--- src/rtl/regfile_scoreboard_if.sv ---
// Decode-stage bundle between the pipeline control and the register file scoreboard.
//   master : decode/issue/write-back/squash side; drives requests and events, sees operands + stall
//   slave  : regfile_scoreboard; returns operand data, per-port busy and the stall decision
//   rd_valid/rd_addr/rd_data/rd_busy : NRD packed read ports (port i at [i*W +: W])
//   issue_*  : destination leaving decode; wb_* : write-back; squash_* : killed write
//   stall    : decode must hold this cycle
interface regfile_scoreboard_if #(
   parameter int unsigned XLEN = 32,
   parameter int unsigned NREG = 32,
   parameter int unsigned NRD  = 2
);
   localparam int unsigned AW = (NREG > 1) ? $clog2(NREG) : 1;

   logic [NRD-1:0]      rd_valid;
   logic [NRD*AW-1:0]   rd_addr;
   logic [NRD*XLEN-1:0] rd_data;
   logic [NRD-1:0]      rd_busy;
   logic                issue_en;
   logic [AW-1:0]       issue_rd;
   logic                wb_en;
   logic [AW-1:0]       wb_addr;
   logic [XLEN-1:0]     wb_data;
   logic                squash_en;
   logic [AW-1:0]       squash_rd;
   logic                stall;

   modport master (
      output rd_valid, rd_addr, issue_en, issue_rd, wb_en, wb_addr, wb_data,
             squash_en, squash_rd,
      input  rd_data, rd_busy, stall
   );

   modport slave (
      input  rd_valid, rd_addr, issue_en, issue_rd, wb_en, wb_addr, wb_data,
             squash_en, squash_rd,
      output rd_data, rd_busy, stall
   );
endinterface

--- src/rtl/regfile_scoreboard.sv ---
// Register file with NRD combinational read ports, write-first write-back bypass and
// a per-register pending-write counter that turns RAW hazards into a single stall.
//   clk  : rising-edge clock
//   rst  : asynchronous active-high reset; clears the array and every counter
//   bus  : regfile_scoreboard_if.slave (read ports, issue/write-back/squash events, stall)
// Interface parameters XLEN/NREG/NRD must match the module parameters.
module regfile_scoreboard #(
   parameter int unsigned XLEN   = 32,
   parameter int unsigned NREG   = 32,
   parameter int unsigned NRD    = 2,
   parameter int unsigned PEND_W = 2
) (
   input  logic                 clk,
   input  logic                 rst,
   regfile_scoreboard_if.slave  bus
);
   localparam int unsigned AW  = (NREG > 1) ? $clog2(NREG) : 1;
   localparam int unsigned CW  = PEND_W + 1;
   localparam logic [PEND_W-1:0] PMAX = '1;

   logic [XLEN-1:0]   mem      [NREG];
   logic [PEND_W-1:0] pend     [NREG];
   logic [PEND_W-1:0] pend_nxt [NREG];

   logic [NRD*XLEN-1:0] rd_data_c;
   logic [NRD-1:0]      rd_busy_c;
   logic                sat_c;
   logic                stall_c;
   logic                issue_acc_c;

   // Operand read with write-first bypass; busy uses the effective count so a
   // same-cycle write-back of the last outstanding write releases the operand.
   always_comb begin
      logic [AW-1:0]     a;
      logic              hit;
      logic [PEND_W-1:0] p;
      rd_data_c = '0;
      rd_busy_c = '0;
      a         = '0;
      hit       = 1'b0;
      p         = '0;
      for (int i = 0; i < int'(NRD); i++) begin
         a   = bus.rd_addr[i*AW +: AW];
         hit = bus.wb_en && (bus.wb_addr == a);
         p   = pend[a];
         if (a != '0) begin
            rd_data_c[i*XLEN +: XLEN] = hit ? bus.wb_data : mem[a];
            rd_busy_c[i] = bus.rd_valid[i] &&
                           ((p > PEND_W'(1)) || ((p == PEND_W'(1)) && !hit));
         end
      end
   end

   // Stall: any busy operand, or an issue to a saturated counter that no write-back frees.
   always_comb begin
      sat_c = bus.issue_en && (bus.issue_rd != '0) && (pend[bus.issue_rd] == PMAX) &&
              !(bus.wb_en && (bus.wb_addr == bus.issue_rd));
      stall_c     = (|rd_busy_c) || sat_c;
      issue_acc_c = bus.issue_en && !stall_c;
   end

   assign bus.rd_data = rd_data_c;
   assign bus.rd_busy = rd_busy_c;
   assign bus.stall   = stall_c;

   // Net counter update; both decrements are gated on the pre-edge count and the
   // result clamps at zero when write-back and squash hit a count of one together.
   always_comb begin
      logic          inc;
      logic          dw;
      logic          ds;
      logic [CW-1:0] up;
      logic [CW-1:0] dn;
      inc = 1'b0;
      dw  = 1'b0;
      ds  = 1'b0;
      up  = '0;
      dn  = '0;
      pend_nxt[0] = '0;
      for (int r = 1; r < int'(NREG); r++) begin
         inc = issue_acc_c && (bus.issue_rd == AW'(r));
         dw  = bus.wb_en && (bus.wb_addr == AW'(r)) && (pend[r] != '0);
         ds  = bus.squash_en && (bus.squash_rd == AW'(r)) && (pend[r] != '0);
         up  = CW'(pend[r]) + CW'(inc);
         dn  = CW'(dw) + CW'(ds);
         pend_nxt[r] = (up > dn) ? PEND_W'(up - dn) : '0;
      end
   end

   // Array and counter state; register 0 is never written.
   always_ff @(posedge clk or posedge rst) begin
      if (rst) begin
         for (int r = 0; r < int'(NREG); r++) begin
            mem[r]  <= '0;
            pend[r] <= '0;
         end
      end else begin
         for (int r = 0; r < int'(NREG); r++) begin
            pend[r] <= pend_nxt[r];
         end
         if (bus.wb_en && (bus.wb_addr != '0)) begin
            mem[bus.wb_addr] <= bus.wb_data;
         end
      end
   end
endmodule

--- src/flat_wrapper.sv ---
// flat-port wrapper written by rule: the top's interface ports become plain ports
module regfile_scoreboard_flat 
#(
   parameter int unsigned XLEN   = 32,
   parameter int unsigned NREG   = 32,
   parameter int unsigned NRD    = 2,
   parameter int unsigned PEND_W = 2
)
  (clk, rst, bus_rd_valid, bus_rd_addr, bus_issue_en, bus_issue_rd, bus_wb_en, bus_wb_addr, bus_wb_data, bus_squash_en, bus_squash_rd, bus_rd_data, bus_rd_busy, bus_stall);
  regfile_scoreboard_if #(.XLEN(XLEN), .NREG(NREG), .NRD(NRD)) bus_i ();
  input  logic clk;
  input  logic rst;
  input wire logic [$bits(bus_i.rd_valid)-1:0] bus_rd_valid;
  input wire logic [$bits(bus_i.rd_addr)-1:0] bus_rd_addr;
  input wire logic [$bits(bus_i.issue_en)-1:0] bus_issue_en;
  input wire logic [$bits(bus_i.issue_rd)-1:0] bus_issue_rd;
  input wire logic [$bits(bus_i.wb_en)-1:0] bus_wb_en;
  input wire logic [$bits(bus_i.wb_addr)-1:0] bus_wb_addr;
  input wire logic [$bits(bus_i.wb_data)-1:0] bus_wb_data;
  input wire logic [$bits(bus_i.squash_en)-1:0] bus_squash_en;
  input wire logic [$bits(bus_i.squash_rd)-1:0] bus_squash_rd;
  output wire logic [$bits(bus_i.rd_data)-1:0] bus_rd_data;
  output wire logic [$bits(bus_i.rd_busy)-1:0] bus_rd_busy;
  output wire logic [$bits(bus_i.stall)-1:0] bus_stall;
  assign bus_i.rd_valid = bus_rd_valid;
  assign bus_i.rd_addr = bus_rd_addr;
  assign bus_i.issue_en = bus_issue_en;
  assign bus_i.issue_rd = bus_issue_rd;
  assign bus_i.wb_en = bus_wb_en;
  assign bus_i.wb_addr = bus_wb_addr;
  assign bus_i.wb_data = bus_wb_data;
  assign bus_i.squash_en = bus_squash_en;
  assign bus_i.squash_rd = bus_squash_rd;
  assign bus_rd_data = bus_i.rd_data;
  assign bus_rd_busy = bus_i.rd_busy;
  assign bus_stall = bus_i.stall;
  regfile_scoreboard #(.XLEN(XLEN), .NREG(NREG), .NRD(NRD), .PEND_W(PEND_W)) u_core (.clk(clk), .rst(rst), .bus(bus_i));
endmodule
--- config.mk ---
export PLATFORM = sky130hd
export DESIGN_NAME = regfile_scoreboard_flat
export DESIGN_NICKNAME = d
export VERILOG_FILES = /design/src/rtl/regfile_scoreboard_if.sv /design/src/rtl/regfile_scoreboard.sv /design/src/flat_wrapper.sv
export SDC_FILE = /design/constraint.sdc
export NUM_CORES = 2
export LEC_CHECK = 0
export ABC_AREA = 1
export BUFFER_PORTS_ARGS = -buffer_cell sky130_fd_sc_hd__buf_2
export CAP_MARGIN = 20
export CORE_MARGIN = 2
export CORE_UTILIZATION = 35
export DETAILED_ROUTE_END_ITERATION = 8
export SLEW_MARGIN = 20
export SYNTH_ARGS = -nofsm -noshare
export SYNTH_HDL_FRONTEND = slang
export SYNTH_SLANG_ARGS = --single-unit
--- constraint.sdc ---
create_clock -name clk -period 44.5 [get_ports clk]
set_input_delay 6.675 -clock clk [delete_from_list [all_inputs] [get_ports clk]]
set_output_delay 6.675 -clock clk [all_outputs]
set_load 0.01 [all_outputs]
==> impl_metrics.csv <==
group,metric,value,unit
run_status,status,"complete, but fails checks",
run_status,violations,"DRC",
cts,cts_setup_buffers,0,
detailed_routing,dr_total_vias,62639,
die,die-area,181000,µm²
sta,skew,0.0283,ns
flow_run,drv_cap,0,
sta,fmax,55.4,MHz
placement,place_ws,26.61,ns
die,fp.coreArea,176000,µm²
grt,grt.total_usage,27.9,%
critical_path,end_kind,"output pin",
finish,layout_commonest_cell,"nand2_1",
min_path,hold_path_depth,0,
critical_path,slowest_delay,0.77,ns
min_path,min_to,"u_core.mem[1009]$_DFFE_PP0P_",
sta,finalCriticalPeriod,18.06,ns
detailed_routing,viasPerCell,6.06,
logic_synthesis,synth.net_count,8563,
critical_path,r2r_end,"u_core.pend[21]$_DFF_PP0_",
grt,antenna_found_initial,6,
logic_synthesis,synth_cells,8344,
detailed_routing,wire_per_inst,25.1,µm
power_and_ir_drop,p_leak,30.7,nW
die,die_w,426,µm
sta,setup_viol,0,
finish,drive_gt1_share,6.51,%
cts,path_clk_slew,0.06,ns
logic_synthesis,seq_area_frac_synth,43.6,%
cts,cts_max_path_buffers,3,
logic_synthesis,synth_seq_cells,1086,
critical_path,critPathArrivalTime,11.39,ns
cts,numCtsBuffers,120,
grt,grt.overflow.total,0,
cts,clockRootBuffer,"clkbuf_16",
power_and_ir_drop,ir_worst_vdd,0.0303,mV
placement,postPlaceCellArea,63800,µm²
cts,cts_resized,0,
power_and_ir_drop,powerDensity,42.0,nW/µm²
critical_path,r2r_start,"u_core.pend[1]$_DFF_PP0_",
sta,rsz0062_at_grt,"false",
placement,place_hpwl,136000,µm
sta,setup_slack,26.44,ns
sta,worstMarginPinSlew,1.24,ns
finish,fin_nets,8119,
logic_synthesis,yosys_warnings,0,
detailed_routing,drt_iter0_drc,8729,
sta,hold_viol,0,
detailed_routing,totalWireLength,260000,µm
grt,grt_max_degree,189,
die,rows,154,
finish,seqCellArea,27200,µm²
finish,fillers,18160,
critical_path,crit_path_top_delay_cell,"inv_2",
finish,design_area,68100,µm²
sta,relSlewSlack,17.0,%
critical_path,cp_max_fo,124,
detailed_routing,drc,15,
sta,finalSetupTns,0,ns
critical_path,setup.worst_path.class,"in -> out",
cts,cts_tree,"yes",
grt,grt_pass1_wl,386000,µm
finish,multi_input_area,30500,µm²
cts,insertion_delay,0.75,ns
logic_synthesis,synth_area,62300,µm²
logic_synthesis,syn_area_per_cell,7.47,µm²
critical_path,crit_required,37.83,ns
critical_path,worstSetupStartpointType,"primary input",
detailed_routing,detailedRoute.firstPassIterationCount,9,
sta,slew_violations,0,
min_path,hold_path_class,"reg -> reg",
sta,finalCritPeriodShare,40.6,%
logic_synthesis,synth.distinct_cells,37,
sta,holdWs,0.397,ns
critical_path,rrSetupSlack,40.63,ns
placement,gp_congestion,0.889,
die,pin_count,131,
cts,cts_sinks,1086,
die,die_h,426,µm
cts,hold_buffers,0,
cts,htreeDepth,3,
finish,final_cell_mix,"nand2_1 (1,990), o21ai_0 (1,375), dfrtp_1 (1,086)",
placement,portBuffers,130,
grt,grt_pass1_vias,60214,
min_path,hold_start,"u_core.mem[1009]$_DFFE_PP0P_",
critical_path,rr_worst_depth,22,
finish,area_growth,9.35,%
die,start_util,35.3,%
detailed_routing,ant_nets,0,
critical_path,crit_chain,"buf_8 > inv_8 > buf_12 > nand2_4 > inv_2 > buf_4 > a21oi_1 > o211ai_1 > nand3_1 > nand2_1 > nand3_1 > nand2_1 > inv_1 > buf_2",
[Yosys cell counts, drive strengths merged]
master	n	area share (%)
nand2	2025	12
o21ai	1428	11
dfrtp	1086	44
clkbuf	604	3.6
a21oi	586	4.7
nor2	528	3.2
inv	449	2.7
nand3	431	3.5
buf	197	1.6
o22ai	195	2.0
o211ai	143	1.7
nor3	142	1.2
a221oi	124	1.7
ha	124	2.5
o2111ai	66	0.93
o221ai	66	0.93
o31ai	58	0.70
fa	31	1.0
o21a	31	0.37
a211oi	14	0.17
nand4	8	0.090
clkinv	3	0.020
or2	2	0.020
xor2	2	0.028
nor4	1	0.010
[per-stage QoR]
stage          std cells  power, mW  util [%]
6_report           10343       2.86      38.6
5_1_grt            10343       2.99      38.6
4_1_cts            10337       2.86      38.5
3_5_place_dp       10113       1.80      36.2
3_3_place_gp       10113       1.78      36.2
2_1_floorplan       8344       1.63         -
[sequential cells by signal, summed over array words and instances, names as in the netlist]
name	count
u_core.mem	1024
u_core.pend	62
[worst max path at each step]
| stage | start | endpoint | slack (ns) | cells past startpoint |
|---|---|---|---|---|
| finish | bus_rd_addr[1] | bus_rd_data[7] | 26.44 | 14 |
| detailed placement | bus_rd_addr[1] | bus_rd_data[7] | 26.61 | 14 |
| global placement | bus_rd_addr[1] | bus_rd_data[7] | 26.59 | 14 |
| floorplan | rst | u_core.mem[0]$_DFFE_PP0P_ | 7.25 | 1 |
| CTS | bus_rd_addr[1] | bus_rd_data[7] | 26.62 | 14 |
| global route | bus_rd_addr[1] | bus_rd_data[7] | 26.47 | 14 |
[per-layer routing]
layer / up-vias / share of wire (%) / global-route usage [%]
met5: - / 0.0042 / 0
met4: 2 / 6.5 / 16.9
met3: 945 / 11 / 5.36
met2: 4102 / 45 / 44.3
met1: 30091 / 38 / 35.3
li1: 27499 / - / -
[logic make-up after synthesis]
kind of cell               Yosys count  synth area share [%]
adders and majority gates          155                  3.49
buffers and inverters             1253                  7.97
AOI/OAI and AO/OA                 2711                  24.7
and+or+nand+nor                   3137                  20.2
DFF                               1086                  43.6
xor gates and xnor gates             2                0.0281
[worst max-delay path: cells and delay by family]
kind                   cells  cell delay [ns]
AND/OR/NAND/NOR            5             0.98
AO/OA/AOI/OAI              2             0.28
buffers and inverters      7             3.19
[layout make-up]
class / count / area share [%]
repair buffers: 235 / 2.38
clock buffers: 175 / 5.24
multi-input cells: 6005 / 44.7
clock inverters: 49 / 0.907
well taps: 2340 / 4.30
flip-flops and latches: 1086 / 39.9
diodes: 1 / 0.00367
inverters: 452 / 2.57
[where the power goes]
group	switching, mW	internal [mW]
Combinational	0.339	0.175
Clock	0.450	0.614
Sequential	0.128	1.16
Note: power is estimated with default switching activity, not from simulation.
